--- src/rtl/fetch_stage_if.sv ---
// Handshake/bus bundle between the fetch stage and its surroundings
// (pipeline control, instruction memory and the IF/ID consumer).
interface fetch_stage_if #(
  parameter int unsigned ADDR_W  = 8,
  parameter int unsigned INSTR_W = 32
);
  logic               stall;
  logic               flush;
  logic               branch_taken;
  logic [ADDR_W-1:0]  branch_target;
  logic               jump;
  logic [ADDR_W-1:0]  jump_target;
  logic [ADDR_W-1:0]  imem_addr;
  logic [INSTR_W-1:0] imem_data;
  logic [INSTR_W-1:0] if_id_instr;
  logic [ADDR_W-1:0]  if_id_pc;
  logic [ADDR_W-1:0]  if_id_pc4;
  logic               if_id_valid;
  logic               halted;
  logic               misalign;

  // Fetch-stage side
  modport master (
    input  stall, flush, branch_taken, branch_target, jump, jump_target, imem_data,
    output imem_addr, if_id_instr, if_id_pc, if_id_pc4, if_id_valid, halted, misalign
  );

  // Environment side (control, memory, decode)
  modport slave (
    output stall, flush, branch_taken, branch_target, jump, jump_target, imem_data,
    input  imem_addr, if_id_instr, if_id_pc, if_id_pc4, if_id_valid, halted, misalign
  );
endinterface

--- src/rtl/fetch_stage.sv ---
// Instruction-fetch front end: owns the PC, drives instruction memory and
// fills the IF/ID register with stall, flush, redirect and halt handling.
module fetch_stage #(
  parameter int unsigned ADDR_W      = 8,
  parameter int unsigned INSTR_W     = 32,
  parameter logic [ADDR_W-1:0] RESET_PC    = '0,
  parameter logic [5:0]        HALT_OPCODE = 6'b111111
) (
  input  logic          clk,
  input  logic          rst,
  fetch_stage_if.master bus
);

  localparam int unsigned OPC_W = 6;

  typedef enum logic [1:0] {BOOT, RUN, HALT} state_t;

  state_t             state, state_n;
  logic [ADDR_W-1:0]  pc, pc_n;
  logic [INSTR_W-1:0] instr, instr_n;
  logic [ADDR_W-1:0]  ipc, ipc_n;
  logic [ADDR_W-1:0]  ipc4, ipc4_n;
  logic               valid, valid_n;
  logic               halted, halted_n;
  logic               misalign, misalign_n;

  logic               redirect_c;
  logic [ADDR_W-1:0]  target_c;
  logic [ADDR_W-1:0]  target_aligned_c;
  logic [ADDR_W-1:0]  pc_inc_c;
  logic               halt_word_c;

  // Branch is the older instruction, so it beats a jump on the same edge
  assign redirect_c       = bus.branch_taken | bus.jump;
  assign target_c         = bus.branch_taken ? bus.branch_target : bus.jump_target;
  assign target_aligned_c = {target_c[ADDR_W-1:2], 2'b00};
  assign pc_inc_c         = pc + ADDR_W'(4);
  assign halt_word_c      = (bus.imem_data[INSTR_W-1 -: OPC_W] == HALT_OPCODE);

  // State and pipeline registers
  always_ff @(posedge clk or posedge rst) begin
    if (rst) begin
      state    <= BOOT;
      pc       <= RESET_PC;
      instr    <= '0;
      ipc      <= '0;
      ipc4     <= '0;
      valid    <= 1'b0;
      halted   <= 1'b0;
      misalign <= 1'b0;
    end else begin
      state    <= state_n;
      pc       <= pc_n;
      instr    <= instr_n;
      ipc      <= ipc_n;
      ipc4     <= ipc4_n;
      valid    <= valid_n;
      halted   <= halted_n;
      misalign <= misalign_n;
    end
  end

  // Next-state and next-register logic
  always_comb begin
    state_n    = state;
    pc_n       = pc;
    instr_n    = instr;
    ipc_n      = ipc;
    ipc4_n     = ipc4;
    valid_n    = valid;
    halted_n   = halted;
    misalign_n = 1'b0;

    unique case (state)
      BOOT: begin
        state_n = RUN;
      end

      RUN: begin
        if (redirect_c) begin
          pc_n       = target_aligned_c;
          valid_n    = 1'b0;
          misalign_n = (target_c[1:0] != 2'b00);
        end else if (bus.flush) begin
          valid_n = 1'b0;
        end else if (!bus.stall) begin
          instr_n = bus.imem_data;
          ipc_n   = pc;
          ipc4_n  = pc_inc_c;
          valid_n = 1'b1;
          // A halt word freezes the PC on its own address
          if (halt_word_c) begin
            state_n = HALT;
          end else begin
            pc_n = pc_inc_c;
          end
        end
      end

      HALT: begin
        if (redirect_c) begin
          pc_n       = target_aligned_c;
          valid_n    = 1'b0;
          misalign_n = (target_c[1:0] != 2'b00);
          halted_n   = 1'b0;
          state_n    = RUN;
        end else begin
          valid_n  = 1'b0;
          halted_n = 1'b1;
        end
      end

      default: begin
        state_n = BOOT;
      end
    endcase
  end

  assign bus.imem_addr   = pc;
  assign bus.if_id_instr = instr;
  assign bus.if_id_pc    = ipc;
  assign bus.if_id_pc4   = ipc4;
  assign bus.if_id_valid = valid;
  assign bus.halted      = halted;
  assign bus.misalign    = misalign;

endmodule

--- src/flat_wrapper.sv ---
// flat-port wrapper written by rule: the top's interface ports become plain ports
module fetch_stage_flat 
#(
  parameter int unsigned ADDR_W      = 8,
  parameter int unsigned INSTR_W     = 32,
  parameter logic [ADDR_W-1:0] RESET_PC    = '0,
  parameter logic [5:0]        HALT_OPCODE = 6'b111111
)
  (clk, rst, bus_stall, bus_flush, bus_branch_taken, bus_branch_target, bus_jump, bus_jump_target, bus_imem_data, bus_imem_addr, bus_if_id_instr, bus_if_id_pc, bus_if_id_pc4, bus_if_id_valid, bus_halted, bus_misalign);
  fetch_stage_if #(.ADDR_W(ADDR_W), .INSTR_W(INSTR_W)) bus_i ();
  input  logic clk;
  input  logic rst;
  input wire logic [$bits(bus_i.stall)-1:0] bus_stall;
  input wire logic [$bits(bus_i.flush)-1:0] bus_flush;
  input wire logic [$bits(bus_i.branch_taken)-1:0] bus_branch_taken;
  input wire logic [$bits(bus_i.branch_target)-1:0] bus_branch_target;
  input wire logic [$bits(bus_i.jump)-1:0] bus_jump;
  input wire logic [$bits(bus_i.jump_target)-1:0] bus_jump_target;
  input wire logic [$bits(bus_i.imem_data)-1:0] bus_imem_data;
  output wire logic [$bits(bus_i.imem_addr)-1:0] bus_imem_addr;
  output wire logic [$bits(bus_i.if_id_instr)-1:0] bus_if_id_instr;
  output wire logic [$bits(bus_i.if_id_pc)-1:0] bus_if_id_pc;
  output wire logic [$bits(bus_i.if_id_pc4)-1:0] bus_if_id_pc4;
  output wire logic [$bits(bus_i.if_id_valid)-1:0] bus_if_id_valid;
  output wire logic [$bits(bus_i.halted)-1:0] bus_halted;
  output wire logic [$bits(bus_i.misalign)-1:0] bus_misalign;
  assign bus_i.stall = bus_stall;
  assign bus_i.flush = bus_flush;
  assign bus_i.branch_taken = bus_branch_taken;
  assign bus_i.branch_target = bus_branch_target;
  assign bus_i.jump = bus_jump;
  assign bus_i.jump_target = bus_jump_target;
  assign bus_i.imem_data = bus_imem_data;
  assign bus_imem_addr = bus_i.imem_addr;
  assign bus_if_id_instr = bus_i.if_id_instr;
  assign bus_if_id_pc = bus_i.if_id_pc;
  assign bus_if_id_pc4 = bus_i.if_id_pc4;
  assign bus_if_id_valid = bus_i.if_id_valid;
  assign bus_halted = bus_i.halted;
  assign bus_misalign = bus_i.misalign;
  fetch_stage #(.ADDR_W(ADDR_W), .INSTR_W(INSTR_W), .RESET_PC(RESET_PC), .HALT_OPCODE(HALT_OPCODE)) u_core (.clk(clk), .rst(rst), .bus(bus_i));
endmodule
--- config.mk ---
export PLATFORM = sky130hd
export DESIGN_NAME = fetch_stage_flat
export DESIGN_NICKNAME = d
export VERILOG_FILES = /design/src/rtl/fetch_stage_if.sv /design/src/rtl/fetch_stage.sv /design/src/flat_wrapper.sv
export SDC_FILE = /design/constraint.sdc
export NUM_CORES = 1
export LEC_CHECK = 0
export ABC_AREA = 1
export BUFFER_PORTS_ARGS = -buffer_cell sky130_fd_sc_hd__buf_4
export CORE_ASPECT_RATIO = 0.6
export CORE_MARGIN = 1
export CORE_UTILIZATION = 53
export CTS_BUF_LIST = sky130_fd_sc_hd__clkbuf_4
export CTS_CLUSTER_SIZE = 25
export DETAILED_ROUTE_END_ITERATION = 8
export PLACE_DENSITY_LB_ADDON = 0.08
export RECOVER_POWER = 50
export SLEW_MARGIN = 20
export SYNTH_ARGS = -nofsm -noshare
export SYNTH_HDL_FRONTEND = slang
export SYNTH_SLANG_ARGS = --single-unit
--- constraint.sdc ---
create_clock -name clk -period 2.6 [get_ports clk]
set_clock_uncertainty 0.05 [all_clocks]
set_input_delay 0.52 -clock clk [delete_from_list [all_inputs] [get_ports clk]]
set_output_delay 0.52 -clock clk [all_outputs]
set_load 0.01 [all_outputs]
==> impl_metrics.ini <==
[grt]
grt_usage_pct = 25.6
met2_usage_pct = 37.6
antenna_found_initial = 0
overflow = 0
grt_max_degree = 49
grt-busiest-layer = met1
grt_pass1_wl_mm = 10.1
gr-usage-met3_pct = 5.46
met1_usage_pct = 39.5
grt_pass1_vias = 2118

[timing]
timing.hold.ws_ns = 0.278
slew-limit-headroom_pct = 37.6
post-route-period-util_pct = 69.2
setup-tns-final_ns = 0
finalCriticalPeriod_ns = 1.80
finalMaxSlewViolations = 0
hold_viol = 0
max_freq_mhz = 556
setup_viol = 0
rsz0062_at_grt = false
worst_pin_slew_ns = 0.934

[critical_path]
timing.rr.start = u_core.state[1]
crit_start = u_core.state[1]
crit_arrival_ns = 2.06
r2r_slack_ns = 0.80
endpoint = u_core.bus.if_id_instr[22]
startpoint_type = flip-flop
end_kind = flip-flop
cp.required_ns = 2.86
rr_endpoint = u_core.bus.if_id_instr[22]
r2r_cells = 9
setup.worst_path.class = reg -> reg
crit_path_max_fanout = 35

[logic_synthesis]
synth_area_um2 = 2570
synth_cells = 313
seq_area_frac_synth_pct = 53.5
yosysWarnings = 0
synth.distinct_cells = 25
avgSynthCellArea_um2 = 8.22
ys_seq_elements = 55

[finish]
syn_to_final_growth_pct = 28.9
layout_common_cells = nand2_1 (161), buf_4 (85), dfrtp_1 (55), clkbuf_1 (22), nand3_1 (15)
final_nets = 475
fin_util_pct = 71.9
final_cell_count_no_fill = 480
stdcell_area_um2 = 3320
diodes = 0
drive_gt1_share_pct = 25.2
layout_commonest_cell = nand2_1

[drt]
drt_iter0_markers = 141
antenna_left = 0
drcViolationCount = 0
via_per_inst = 4.86
wl_per_cell_um = 12.8
wirelength_mm = 6.13
num_vias = 2334
drt_first_pass_iters = 4

[pwr]
powerDensity_nw_per_um2 = 1090
combinationalPowerShare_pct = 45.8
pwr-share-seq_pct = 43.9
intPower_mw = 2.09
power_leakage_nw = 1.87
clkPwrFrac_pct = 10.3
vdd_drop_max_uv = 554
p_sw_share_pct = 41.9
p_switching_mw = 1.51

[min_path]
hold_class = in -> reg

[placed_design]
hpwl_mm = 4.59
portBuffers = 106
gpl.final_weighted_congestion = 0.873
dp_cells = 472
place_area_um2 = 3360

[clocking]
cts_made_buffers = 5
cts.path.max_buffers = 2
hold_buffers = 0
cts_htree_levels = 2
cts_tree = done
clk_pin_slew_worst_paths_ns = 0.15
ctsResizeCount = 0
cts.sinks = 55
clkLatencyLatePin_ns = 0.36
root_buffer = clkbuf_4
postCtsSetupBuffers = 0

[run]
drv_cap = 0

[floorplanning]
ios = 113
start_util_pct = 55.8
chipHeight_um = 56.0
coreArea_um2 = 4610
rows = 19
die_w_um = 91.9
die_area_um2 = 5150

[run_status]
status = complete, no violations
## power groups by stage
stage          Combinational [mW]  Clock, mW  Sequential [mW]
6_report                     1.65      0.371             1.58
3_5_place_dp                 1.79          0             1.59
4_1_cts                      1.79      0.381             1.58
3_3_place_gp                 1.73          0             1.58
5_1_grt                      1.83      0.418             1.63
2_1_floorplan               0.752          0             1.71
## worst max-delay path: stages, from the launching register on
cell and delay (ns):
dfrtp_1 0.45, inv_1 0.09, ha_1 0.19, inv_1 0.07, nor2_1 0.18, nand2_2 0.09
inv_2 0.09, buf_4 0.33, nand2_1 0.10, nand2_1 0.09
## how the worst min path moves through the flow
stage / slack (ns) / to / cells after the start / from
5_1_grt: 0.26 / u_core.bus.if_id_instr[2] / 3 / bus_imem_data[2]
6_report: 0.28 / u_core.bus.if_id_instr[15] / 3 / bus_imem_data[15]
2_1_floorplan: 0.44 / u_core.state[1] / 2 / u_core.state[1]
4_1_cts: 0.14 / u_core.bus.if_id_pc4[4] / 2 / rst
3_3_place_gp: 0.41 / u_core.bus.if_id_instr[27] / 2 / u_core.bus.if_id_instr[27]
3_5_place_dp: 0.42 / u_core.bus.if_id_instr[11] / 2 / u_core.bus.if_id_instr[11]
## per-stage QoR
| step | worst slack, ns | power, mW |
|---|---|---|
| after CTS | 0.781 | 3.75 |
| after global routing | 0.558 | 3.88 |
| final | 0.800 | 3.60 |
| after detailed placement | 0.835 | 3.38 |
| after floorplan | 0.687 | 2.47 |
| after global placement | 0.873 | 3.31 |
## sequential cells by signal (all words and copies together), names as in the netlist
| signal | flops |
|---|---|
| u_core.bus.if_id_instr | 32 |
| u_core.bus.if_id_pc4 | 6 |
| u_core.bus.if_id_pc | 6 |
| u_core.bus.imem_addr | 6 |
| u_core.state | 2 |
| u_core.bus.halted | 1 |
| u_core.bus.if_id_valid | 1 |
| u_core.bus.misalign | 1 |
## cells in the mapped netlist (all sizes together)
cell type | count | area share (%)
inv | 17 | 2.7
a21oi | 1 | 0.34
nor3 | 2 | 0.39
o21bai | 1 | 0.29
o21ai | 14 | 2.9
ha | 5 | 2.4
or2 | 1 | 0.24
conb | 1 | 0.15
nor4 | 1 | 0.24
nand2 | 164 | 24
nor2 | 11 | 2.2
dfrtp | 55 | 54
a31oi | 3 | 0.73
buf | 18 | 5.5
nand3 | 15 | 2.9
xor2 | 1 | 0.34
nand4 | 3 | 0.73
## final cells by class
class	instances	area [um^2]
fillers	392	1290
clock buffers	5	37.5
multi-input cells	228	1000
clock inverters	3	18.8
well taps	63	78.8
repair buffers	109	733
inverters	17	68.8
flip-flops and latches	55	1380
## cell families (layout without fill, tap and decap cells)
family / count (synthesis) / in the layout / synth area share, %
AOI/OAI and AO/OA: 19 / 19 / 4.23
xor gates and xnor gates: 1 / 1 / 0.341
adders and majority gates: 5 / 5 / 2.43
buffers and inverters: 35 / 134 / 8.22
DFF: 55 / 55 / 53.5
other: 1 / 6 / 0.146
and+or+nand+nor: 197 / 197 / 31.1
## routing by layer
metal  up-vias  share of wire [%]
li1       1163                  -
met1      1072                 48
met2        94                 43
met3         5                8.5
met4         0               0.60
met5         -                  0
(Power assumes the default switching activity.)
